$ cat src/rtl/measure_pkg.sv
// Shared definitions for the port-0 measurement generator: frame type codes,
// scheduler state encoding and clock-rate constants.
package measure_pkg;

  localparam int unsigned ONE_SEC_CYCLES = 156250000;

  localparam logic [1:0] FT_ARP = 2'd0;
  localparam logic [1:0] FT_V4  = 2'd1;
  localparam logic [1:0] FT_V6  = 2'd2;

  localparam logic [47:0] MAC_BCAST = 48'hffff_ffff_ffff;

  typedef enum logic [2:0] {
    ST_IDLE     = 3'd0,
    ST_REQ_ARP  = 3'd1,
    ST_WAIT_ARP = 3'd2,
    ST_SEND     = 3'd3,
    ST_GAP      = 3'd4
  } sched_state_t;

endpackage

$ cat src/rtl/sched_timer.sv
// 32-bit loadable down-counter with a zero flag; shared by the ARP reply wait
// and the inter-frame gap, which never overlap.
module sched_timer (
  input  logic        clk,
  input  logic        rst_n,
  input  logic        i_load,
  input  logic [31:0] i_load_val,
  input  logic        i_dec,
  output logic        o_zero
);

  logic [31:0] r_count;

  always_ff @(posedge clk or negedge rst_n) begin
    if (!rst_n) begin
      r_count <= '0;
    end else if (i_load) begin
      r_count <= i_load_val;
    end else if (i_dec && (r_count != '0)) begin
      r_count <= r_count - 32'd1;
    end
  end

  assign o_zero = (r_count == '0);

endmodule

$ cat src/rtl/tx_sched.sv
// Port-0 transmit scheduler: picks the next frame (ARP / IPv4 / IPv6), runs the
// ARP resolve/retry sequence and the inter-frame gap, and owns per-frame headers.
module tx_sched
  import measure_pkg::*;
#(
  parameter int unsigned ARP_TIMEOUT = ONE_SEC_CYCLES,
  parameter int unsigned ARP_RETRIES = 3
) (
  input  logic        sys_clk,
  input  logic        sys_rst_n,
  input  logic        tx_enable,
  input  logic        tx_ipv6,
  input  logic        tx_fullroute,
  input  logic        tx_req_arp,
  input  logic [31:0] tx_inter_frame_gap,
  input  logic        arp_flush,
  input  logic        sec_oneshot,
  input  logic        arp_reply_valid,
  input  logic [47:0] arp_reply_mac,
  input  logic        frame_ack,
  input  logic        frame_done,
  output logic        frame_req,
  output logic [1:0]  frame_type,
  output logic [47:0] dst_mac,
  output logic [15:0] ipv4_id,
  output logic [23:0] full_ipv4,
  output logic        arp_resolved,
  output logic        arp_fail,
  output logic [31:0] tx_pps,
  output logic [2:0]  dbg_state
);

  // Handshake: frame_req stays high until frame_ack is sampled high in the same
  // cycle; after that the frame is owned by the generator until frame_done.
  localparam logic [31:0] ARP_LOAD    = 32'(ARP_TIMEOUT - 1);
  localparam logic [7:0]  RETRY_LIMIT = 8'(ARP_RETRIES);

  sched_state_t r_state;
  logic         r_frame_req;
  logic         r_acked;
  logic         r_arp_resolved;
  logic         r_arp_fail;
  logic         r_flush_pend;
  logic [1:0]   r_frame_type;
  logic [47:0]  r_dst_mac;
  logic [15:0]  r_ipv4_id;
  logic [23:0]  r_full_ipv4;
  logic [31:0]  r_tx_pps;
  logic [31:0]  r_frame_cnt;
  logic [7:0]   r_retry;

  logic         w_ack;
  logic         w_done_arp;
  logic         w_frame_sent;
  logic         w_gap_load;
  logic         w_tmr_load;
  logic         w_tmr_dec;
  logic         w_tmr_zero;
  logic [31:0]  w_tmr_val;
  logic [1:0]   w_send_type;

  always_comb begin
    w_ack        = r_frame_req & frame_ack;
    w_done_arp   = (r_state == ST_REQ_ARP) & r_acked & frame_done;
    w_frame_sent = (r_state == ST_SEND) & r_acked & frame_done;
    w_gap_load   = w_frame_sent & tx_enable & (tx_inter_frame_gap != '0);
    w_tmr_load   = w_done_arp | w_gap_load;
    w_tmr_val    = w_done_arp ? ARP_LOAD : (tx_inter_frame_gap - 32'd1);
    w_tmr_dec    = (r_state == ST_WAIT_ARP) | (r_state == ST_GAP);
    w_send_type  = tx_ipv6 ? FT_V6 : FT_V4;
  end

  sched_timer u_timer (
    .clk        (sys_clk),
    .rst_n      (sys_rst_n),
    .i_load     (w_tmr_load),
    .i_load_val (w_tmr_val),
    .i_dec      (w_tmr_dec),
    .o_zero     (w_tmr_zero)
  );

  always_ff @(posedge sys_clk or negedge sys_rst_n) begin
    if (!sys_rst_n) begin
      r_state        <= ST_IDLE;
      r_frame_req    <= 1'b0;
      r_acked        <= 1'b0;
      r_arp_resolved <= 1'b0;
      r_arp_fail     <= 1'b0;
      r_flush_pend   <= 1'b0;
      r_frame_type   <= FT_ARP;
      r_dst_mac      <= MAC_BCAST;
      r_ipv4_id      <= '0;
      r_full_ipv4    <= '0;
      r_tx_pps       <= '0;
      r_frame_cnt    <= '0;
      r_retry        <= '0;
    end else begin
      // A pending request keeps its MAC; the broadcast reload waits for the ack.
      if ((arp_flush || r_flush_pend) && (r_state != ST_WAIT_ARP)) begin
        r_arp_resolved <= 1'b0;
        if (r_frame_req) begin
          r_flush_pend <= 1'b1;
        end else begin
          r_dst_mac    <= MAC_BCAST;
          r_flush_pend <= 1'b0;
        end
      end

      if (sec_oneshot) begin
        r_tx_pps    <= r_frame_cnt;
        r_frame_cnt <= w_frame_sent ? 32'd1 : 32'd0;
      end else if (w_frame_sent && (r_frame_cnt != '1)) begin
        r_frame_cnt <= r_frame_cnt + 32'd1;
      end

      case (r_state)
        ST_IDLE: begin
          r_frame_req <= 1'b0;
          r_acked     <= 1'b0;
          if (!tx_enable) begin
            r_arp_fail <= 1'b0;
            r_retry    <= '0;
          end else if (!r_arp_fail) begin
            r_frame_req <= 1'b1;
            if (tx_req_arp && !tx_ipv6 && !r_arp_resolved) begin
              r_state      <= ST_REQ_ARP;
              r_frame_type <= FT_ARP;
            end else begin
              r_state      <= ST_SEND;
              r_frame_type <= w_send_type;
            end
          end
        end

        ST_REQ_ARP: begin
          if (!r_acked) begin
            if (w_ack) begin
              r_frame_req <= 1'b0;
              r_acked     <= 1'b1;
            end else if (!tx_enable) begin
              r_frame_req <= 1'b0;
              r_state     <= ST_IDLE;
            end
          end else if (frame_done) begin
            r_acked <= 1'b0;
            r_state <= ST_WAIT_ARP;
          end
        end

        ST_WAIT_ARP: begin
          if (arp_reply_valid) begin
            r_dst_mac      <= arp_reply_mac;
            r_arp_resolved <= 1'b1;
            r_retry        <= '0;
            r_state        <= ST_SEND;
            r_frame_type   <= w_send_type;
            r_frame_req    <= 1'b1;
          end else if (w_tmr_zero) begin
            r_retry <= r_retry + 8'd1;
            if ((r_retry + 8'd1) == RETRY_LIMIT) begin
              r_arp_fail <= 1'b1;
              r_state    <= ST_IDLE;
            end else begin
              r_state      <= ST_REQ_ARP;
              r_frame_type <= FT_ARP;
              r_frame_req  <= 1'b1;
            end
          end
        end

        ST_SEND: begin
          if (!r_acked) begin
            if (w_ack) begin
              r_frame_req <= 1'b0;
              r_acked     <= 1'b1;
            end else if (!tx_enable) begin
              r_frame_req <= 1'b0;
              r_state     <= ST_IDLE;
            end
          end else if (frame_done) begin
            r_acked <= 1'b0;
            if (r_frame_type == FT_V4) begin
              r_ipv4_id <= r_ipv4_id + 16'd1;
              if (tx_fullroute) r_full_ipv4 <= r_full_ipv4 + 24'd1;
            end
            if (!tx_enable) begin
              r_state <= ST_IDLE;
            end else if (tx_inter_frame_gap == '0) begin
              r_frame_type <= w_send_type;
              r_frame_req  <= 1'b1;
            end else begin
              r_state <= ST_GAP;
            end
          end
        end

        ST_GAP: begin
          if (!tx_enable) begin
            r_state <= ST_IDLE;
          end else if (w_tmr_zero) begin
            r_state      <= ST_SEND;
            r_frame_type <= w_send_type;
            r_frame_req  <= 1'b1;
          end
        end

        default: begin
          r_state     <= ST_IDLE;
          r_frame_req <= 1'b0;
          r_acked     <= 1'b0;
        end
      endcase
    end
  end

  assign frame_req    = r_frame_req;
  assign frame_type   = r_frame_type;
  assign dst_mac      = r_dst_mac;
  assign ipv4_id      = r_ipv4_id;
  assign full_ipv4    = r_full_ipv4;
  assign arp_resolved = r_arp_resolved;
  assign arp_fail     = r_arp_fail;
  assign tx_pps       = r_tx_pps;
  assign dbg_state    = r_state;

endmodule

$ cat config.mk
export PLATFORM = sky130hd
export DESIGN_NAME = tx_sched
export DESIGN_NICKNAME = d
export VERILOG_FILES = /design/src/rtl/measure_pkg.sv /design/src/rtl/sched_timer.sv /design/src/rtl/tx_sched.sv
export SDC_FILE = /design/constraint.sdc
export NUM_CORES = 1
export LEC_CHECK = 0
export CAP_MARGIN = 20
export CORE_MARGIN = 10
export CORE_UTILIZATION = 52
export DETAILED_ROUTE_END_ITERATION = 16
export HOLD_SLACK_MARGIN = 0.12
export PLACE_DENSITY = 0.91
export SLEW_MARGIN = 10
export SYNTH_ARGS = -nofsm -noshare
export SYNTH_HDL_FRONTEND = slang
export SYNTH_SLANG_ARGS = --single-unit
$ cat constraint.sdc
create_clock -name sys_clk -period 3.3 [get_ports sys_clk]
set_input_delay 0.66 -clock sys_clk [delete_from_list [all_inputs] [get_ports sys_clk]]
set_output_delay 0.66 -clock sys_clk [all_outputs]
set_load 0.03 [all_outputs]
-- After elaboration in Yosys (flattened, before gate mapping)
Index checks and enable logic that the tools add are counted.
- flip-flop bits (word level): 202
- output and inout port bits: 128
- logic and storage cells: 157
- add/subtract/negate cells: 6
- muxes and demuxes: 73
- reductions and logical operators: 26
- bitwise operators: 9
- equal/unequal tests: 29
- operators by type and width (kind ; count):
    $mux 48 ; 4
    $mux 32 ; 5
    $logic_not 32->1 ; 2
    $reduce_bool 32->1 ; 2
    $sub 32x1->32 const B ; 2
    $mux 3 ; 14
    $add 32x1->32 const B ; 1
    $ne 32x32->1 const B ; 1
    $mux 2 ; 14
    $mux 1 ; 27
    $add 24x1->24 const B ; 1
    $mux 8 ; 3
    $ne 2x2->1 const B ; 9
    $add 16x1->16 const B ; 1
    $pmux 8 s2 ; 1
    $pmux 3 s5 ; 1
    $ne 3x2->1 const B ; 4
    $ne 3x3->1 const B ; 4
    $reduce_and 11->1 ; 1
    $reduce_and 5->1 ; 2
    $add 8x1->8 const B ; 1
    $eq 8x2->1 const B ; 1
    $ne 2x1->1 const B ; 4
    $pmux 2 s4 ; 1
    20 further kinds ; 37

-- Longest topological paths before layout
- depth after elaboration: 7
- depth in mapped cells: 10
- depth with buffers taken out: 9

-- Cells and area by module
A second synthesis with hierarchy kept.
- cells, all modules: 1024
- area total of the unflattened synthesis: 10339.9 µm²
- modules (own cells, without submodules) (module ; sequential area each (µm²) ; cells each ; area each (µm²) ; times used):
    tx_sched ; 4314.1 ; 790 ; 8272.9 ; 1
    sched_timer ; 800.8 ; 234 ; 2067.0 ; 1

-- Worst setup path before layout
No wires, ideal clock.
- path type: in2reg
- from: input port tx_inter_frame_gap[2]
- to: register u_timer.r_count[25]
- library setup time: 0.126 ns
- required time: 3.174 ns
- setup slack: 0.594 ns
- stages: 8
- arrival: 2.580 ns
- cell sequence: or4_1 > buf_2 > or3_1 > or4_1 > xnor2_1 > a22o_1 > a21oi_1 > nor3_2
- cells in the longest elaborated chain, start to end: 4
- RTL lines (item ; line ; RTL):
    from (decl) ; tx_sched.sv:15 ; input logic [31:0] tx_inter_frame_gap,
    branches (longest 4 deep; another with $sub 32x1->32) ; n/a ;
    to (signal assigned) ; sched_timer.sv:18 ; r_count <= i_load_val;
    to (signal assigned) ; sched_timer.sv:20 ; r_count <= r_count - 32'd1;
    to (decl) ; sched_timer.sv:12 ; logic [31:0] r_count;
Parallel ways; which one is timed is not known.
A chain may end at the register's enable or synchronous reset.

-- Final worst setup path
- from: register r_state[2] (netlist: dbg_state[2])
- to: register r_frame_cnt[12]
- cells in the longest elaborated chain, start to end: 5
- RTL lines (item ; line ; RTL):
    from (decl) ; tx_sched.sv:38 ; sched_state_t r_state;
    from (signal assigned) ; tx_sched.sv:84 ; r_state <= ST_IDLE;
    from (signal assigned) ; tx_sched.sv:126 ; r_state <= ST_REQ_ARP;
    from (signal assigned) ; tx_sched.sv:129 ; r_state <= ST_SEND;
    $eq 3x2->1 ; tx_sched.sv:65 ; w_frame_sent = (r_state == ST_SEND) & r_acked & frame_done;
    $and 1x1->1 (2 in series) ; tx_sched.sv:65 ;
    $logic_and 1x1->1 ; tx_sched.sv:112 ; end else if (w_frame_sent && (r_frame_cnt != '1)) begin
    $reduce_bool 2->1 (no source line) ; n/a ;
    to (signal assigned) ; tx_sched.sv:111 ; r_frame_cnt <= w_frame_sent ? 32'd1 : 32'd0;
    to (signal assigned) ; tx_sched.sv:113 ; r_frame_cnt <= r_frame_cnt + 32'd1;
    to (decl) ; tx_sched.sv:49 ; logic [31:0] r_frame_cnt;
Every way passes these cells.

==> impl_metrics.json <==
{
  "max_slew_margin": 0.4707,
  "avgSynthCellArea_um2": 10.22,
  "power.clock.fraction": 0.295,
  "synth-main-ff-cell": "sky130_fd_sc_hd__dfrtp_1",
  "synth_fp_nets": 1098,
  "switchingPower_mw": 3.050,
  "synth-edff-count": 0,
  "globalplace.congestion": 0.9153,
  "critical_path_class": "flip-flop to flip-flop",
  "detailedRoute.firstPassIterationCount": 6,
  "rr_worst_depth": 7,
  "floorplan.initialDensity": 0.5260,
  "grt_max_degree": 99,
  "worstPathBufferInverterCount": 0,
  "drc_errors": 0,
  "core_area_mm2": 0.01940,
  "seq_power_share": 0.383,
  "switching_share": 0.3413,
  "timing_worst_slew_pin_value_ns": 0.7939,
  "place.detailed.instances": 1482,
  "ant_nets": 0,
  "tritoncts.num_buffers": 22,
  "grt_pass1_vias": 9200,
  "internal_power_mw": 5.886,
  "total_track_usage": 0.2308,
  "detailroute.via_count": 9040,
  "die_w_um": 160.1,
  "timing.critical_path.max_delay_family": "simple AND/OR/NAND/NOR gates",
  "fin_setup_tns_ns": 0,
  "critical-path-slowest-cell": "sky130_fd_sc_hd__dfrtp_1",
  "cts.htree.levels": 1,
  "root_buffer": "sky130_fd_sc_hd__clkbuf_16",
  "tritoncts": "done",
  "synth_async_reset_ratio": 1.000,
  "cellLeakagePower_nw": 5.626,
  "die-height_um": 160.1,
  "fmaxAchievable_mhz": 358.7,
  "layout_min_cycle_time_ns": 2.787,
  "synth_warnings": 0,
  "hold_violations_final": 0,
  "crit_start": "dbg_state[2]",
  "final_cell_count_no_fill": 1523,
  "clock-sinks": 202,
  "netlist_instances": 998,
  "layout_worst_path_cycle_share": 0.8447,
  "postCtsResizedCells": 0,
  "floorplan.rows": 51,
  "cp-end-kind": "flip-flop",
  "io-pin-count": 219,
  "power_density_mw_per_mm2": 650.9,
  "worst_setup_path_start_kind": "flip-flop",
  "timing.max_cap.violations": 0,
  "rsz0062_at_grt": "false",
  "crit_path_max_incr_delay_ns": 0.58,
  "synthDominantCellAreaShare": 0.3777,
  "data_arrival_time_of_the_critical_path_ns": 3.14,
  "drive_above_1_share": 0.1479,
  "worst_skew_pair.late_latency_ns": 0.50,
  "leading_cell_types_by_total_area_after_synthesis": "sky130_fd_sc_hd__dfrtp_1 (38%), sky130_fd_sc_hd__dfstp_2 (12%), sky130_fd_sc_hd__xor2_1 (4.5%), sky130_fd_sc_hd__o22a_1 (4.1%), sky130_fd_sc_hd__mux2_2 (4.0%)",
  "via_density_per_instance": 5.936,
  "critical_path_fanout_max": 17,
  "drtIter0Drc": 973,
  "path_depth": 7,
  "die-area_mm2": 0.02563,
  "fill_cells": 1361,
  "clkSlewWorstSetupHoldPaths_ns": 0.06,
  "slew_violations": 0,
  "dp_hpwl_um": 22360,
  "layout.nets": 1342,
  "antennaDiodeCount": 0,
  "hold_class": "primary input to asynchronous set/reset pin",
  "hold_buffers": 0,
  "ys_seq_area_frac": 0.5013,
  "worstReg2RegStart": "dbg_state[2]",
  "synth_area_leader_cell": "sky130_fd_sc_hd__dfrtp_1",
  "status": "completed",
  "final.setup_skew_ns": 0.01373,
  "gr_overflow_total": 0,
  "numPortBuffers": 218,
  "cts_buffer_depth": 3,
  "critical_path.cell_chain": "nand3b_1 -> or2_1 -> a31oi_1 -> nor3b_1 -> nand4_1 -> xor2_1 -> nor2_1",
  "routed_wire_length_per_instance_um": 20.26,
  "number_of_antenna_violations_at_the_first_check_in_global_routing": 0,
  "comb_power_share": 0.322,
  "synthesized_area_mm2": 0.01020,
  "timing.final.setup_violations": 0,
  "cts_post_setup_buffers_inserted": 0,
  "max-vdd-ir-drop_v": 0.0002851,
  "area_delta_synth_final_pct": 34.56,
  "synth.distinct_cells": 69,
  "synth-seq-cells": 202,
  "cp_data_required_time_ns": 3.65,
  "grt_first_pass_wirelength_um": 49700,
  "wl_um": 30860
}
-- metal layers --
layer | part of all wire | vias up | GRT usage | wire [um]
met3 | 0.073 | 59 | 0.04576 | 2248
met1 | 0.41 | 4404 | 0.2877 | 12750
met2 | 0.49 | 448 | 0.3997 | 15150
met4 | 0.023 | 0 | 0.06093 | 714
li1 | - | 4129 | - | -
met5 | 0 | - | 0 | 0
-- path summary, 6_finish.rpt --
check | endpoint | slack [ns]
hold / removal | tx_pps[10] | 0.26
hold reg to reg | full_ipv4[16] | 0.50
max in group asynchronous | full_ipv4[1] | 2.23
setup reg to reg | r_frame_cnt[12] | 0.51
setup / recovery | r_frame_cnt[12] | 0.51
min in group sys_clk | full_ipv4[16] | 0.50
-- cells by family (layout without fill, tap and decap cells) --
group,after synthesis,after routing,share of synthesized area
AOI/OAI and AO/OA,190,190,0.1328
xor gates and xnor gates,96,96,0.08240
adders and majority gates,9,9,0.01104
buffers and inverters,61,321,0.02318
DFF,202,202,0.5013
muxes,45,45,0.04893
and+or+nand+nor,395,395,0.2004
-- through the flow --
step | instance area (um2) | utilization | total power [mW] | setup WS [ns] | hold slack (ns)
after global routing | 13730 | 0.7078 | 9.333 | 0.3314 | 0.3049
after CTS | 13710 | 0.7067 | 8.918 | 0.5832 | 0.2872
final | 13730 | 0.7078 | 8.936 | 0.5125 | 0.2562
after detailed placement | 12920 | 0.6662 | 6.276 | 0.1012 | 0.4709
after floorplan | 10200 | - | 5.070 | 0.5940 | 0.3644
after global placement | 12920 | 0.6662 | 6.181 | 0.1498 | 0.4617
-- power groups by stage --
stage / sequential [mW] / clock, mW / combinational (mW)
finish: 3.42 / 2.64 / 2.88
global route: 3.48 / 2.77 / 3.08
CTS: 3.41 / 2.66 / 2.85
detailed placement: 3.45 / 0 / 2.83
global placement: 3.42 / 0 / 2.76
floorplan: 3.93 / 0 / 1.14
-- layout make-up --
cell class                 instances  area [um2]  area share
clock buffer                      30       621.8     0.04529
clock inverter                    10       165.2     0.01203
inverter                          17       63.81    0.004648
multi-input combinational        735        4868      0.3546
sequential                       202        5115      0.3726
tap                              265       331.6     0.02415
timing repair buffer             264        2564      0.1867
-- Yosys cell counts, drive strengths merged (17+ instances only) --
library cell / number
dfrtp: 154
nor2: 94
nand2: 80
nand3: 56
xor2: 52
dfstp: 48
o22a: 48
o21ai: 44
xnor2: 44
nor3: 40
mux2: 39
clkbuf: 35
a21oi: 26
nor4: 22
nand4: 21
inv: 17
-- sequential cells by signal (all words and copies together), names as in the netlist --
register / count
r_acked: 1
frame_type: 2
r_flush_pend: 1
arp_resolved: 1
u_timer.r_count: 32
dst_mac: 48
arp_fail: 1
tx_pps: 32
frame_req: 1
r_retry: 8
r_frame_cnt: 32
ipv4_id: 16
full_ipv4: 24
dbg_state: 3
-- layout by cell type, fill, tap and decap left out, drive strengths merged, types with 8 or more instances in the layout --
master,n
clkdlybuf4s50,216
dfrtp,154
nor2,94
nand2,80
nand3,56
xor2,52
o22a,48
dfstp,48
buf,47
xnor2,44
o21ai,44
nor3,40
mux2,39
clkbuf,31
a21oi,26
nor4,22
nand4,21
inv,17
and3,16
or3,13
and4,10
a211oi,10
ha,9
o22ai,8
No activity file was read; power rests on OpenSTA's default activity.
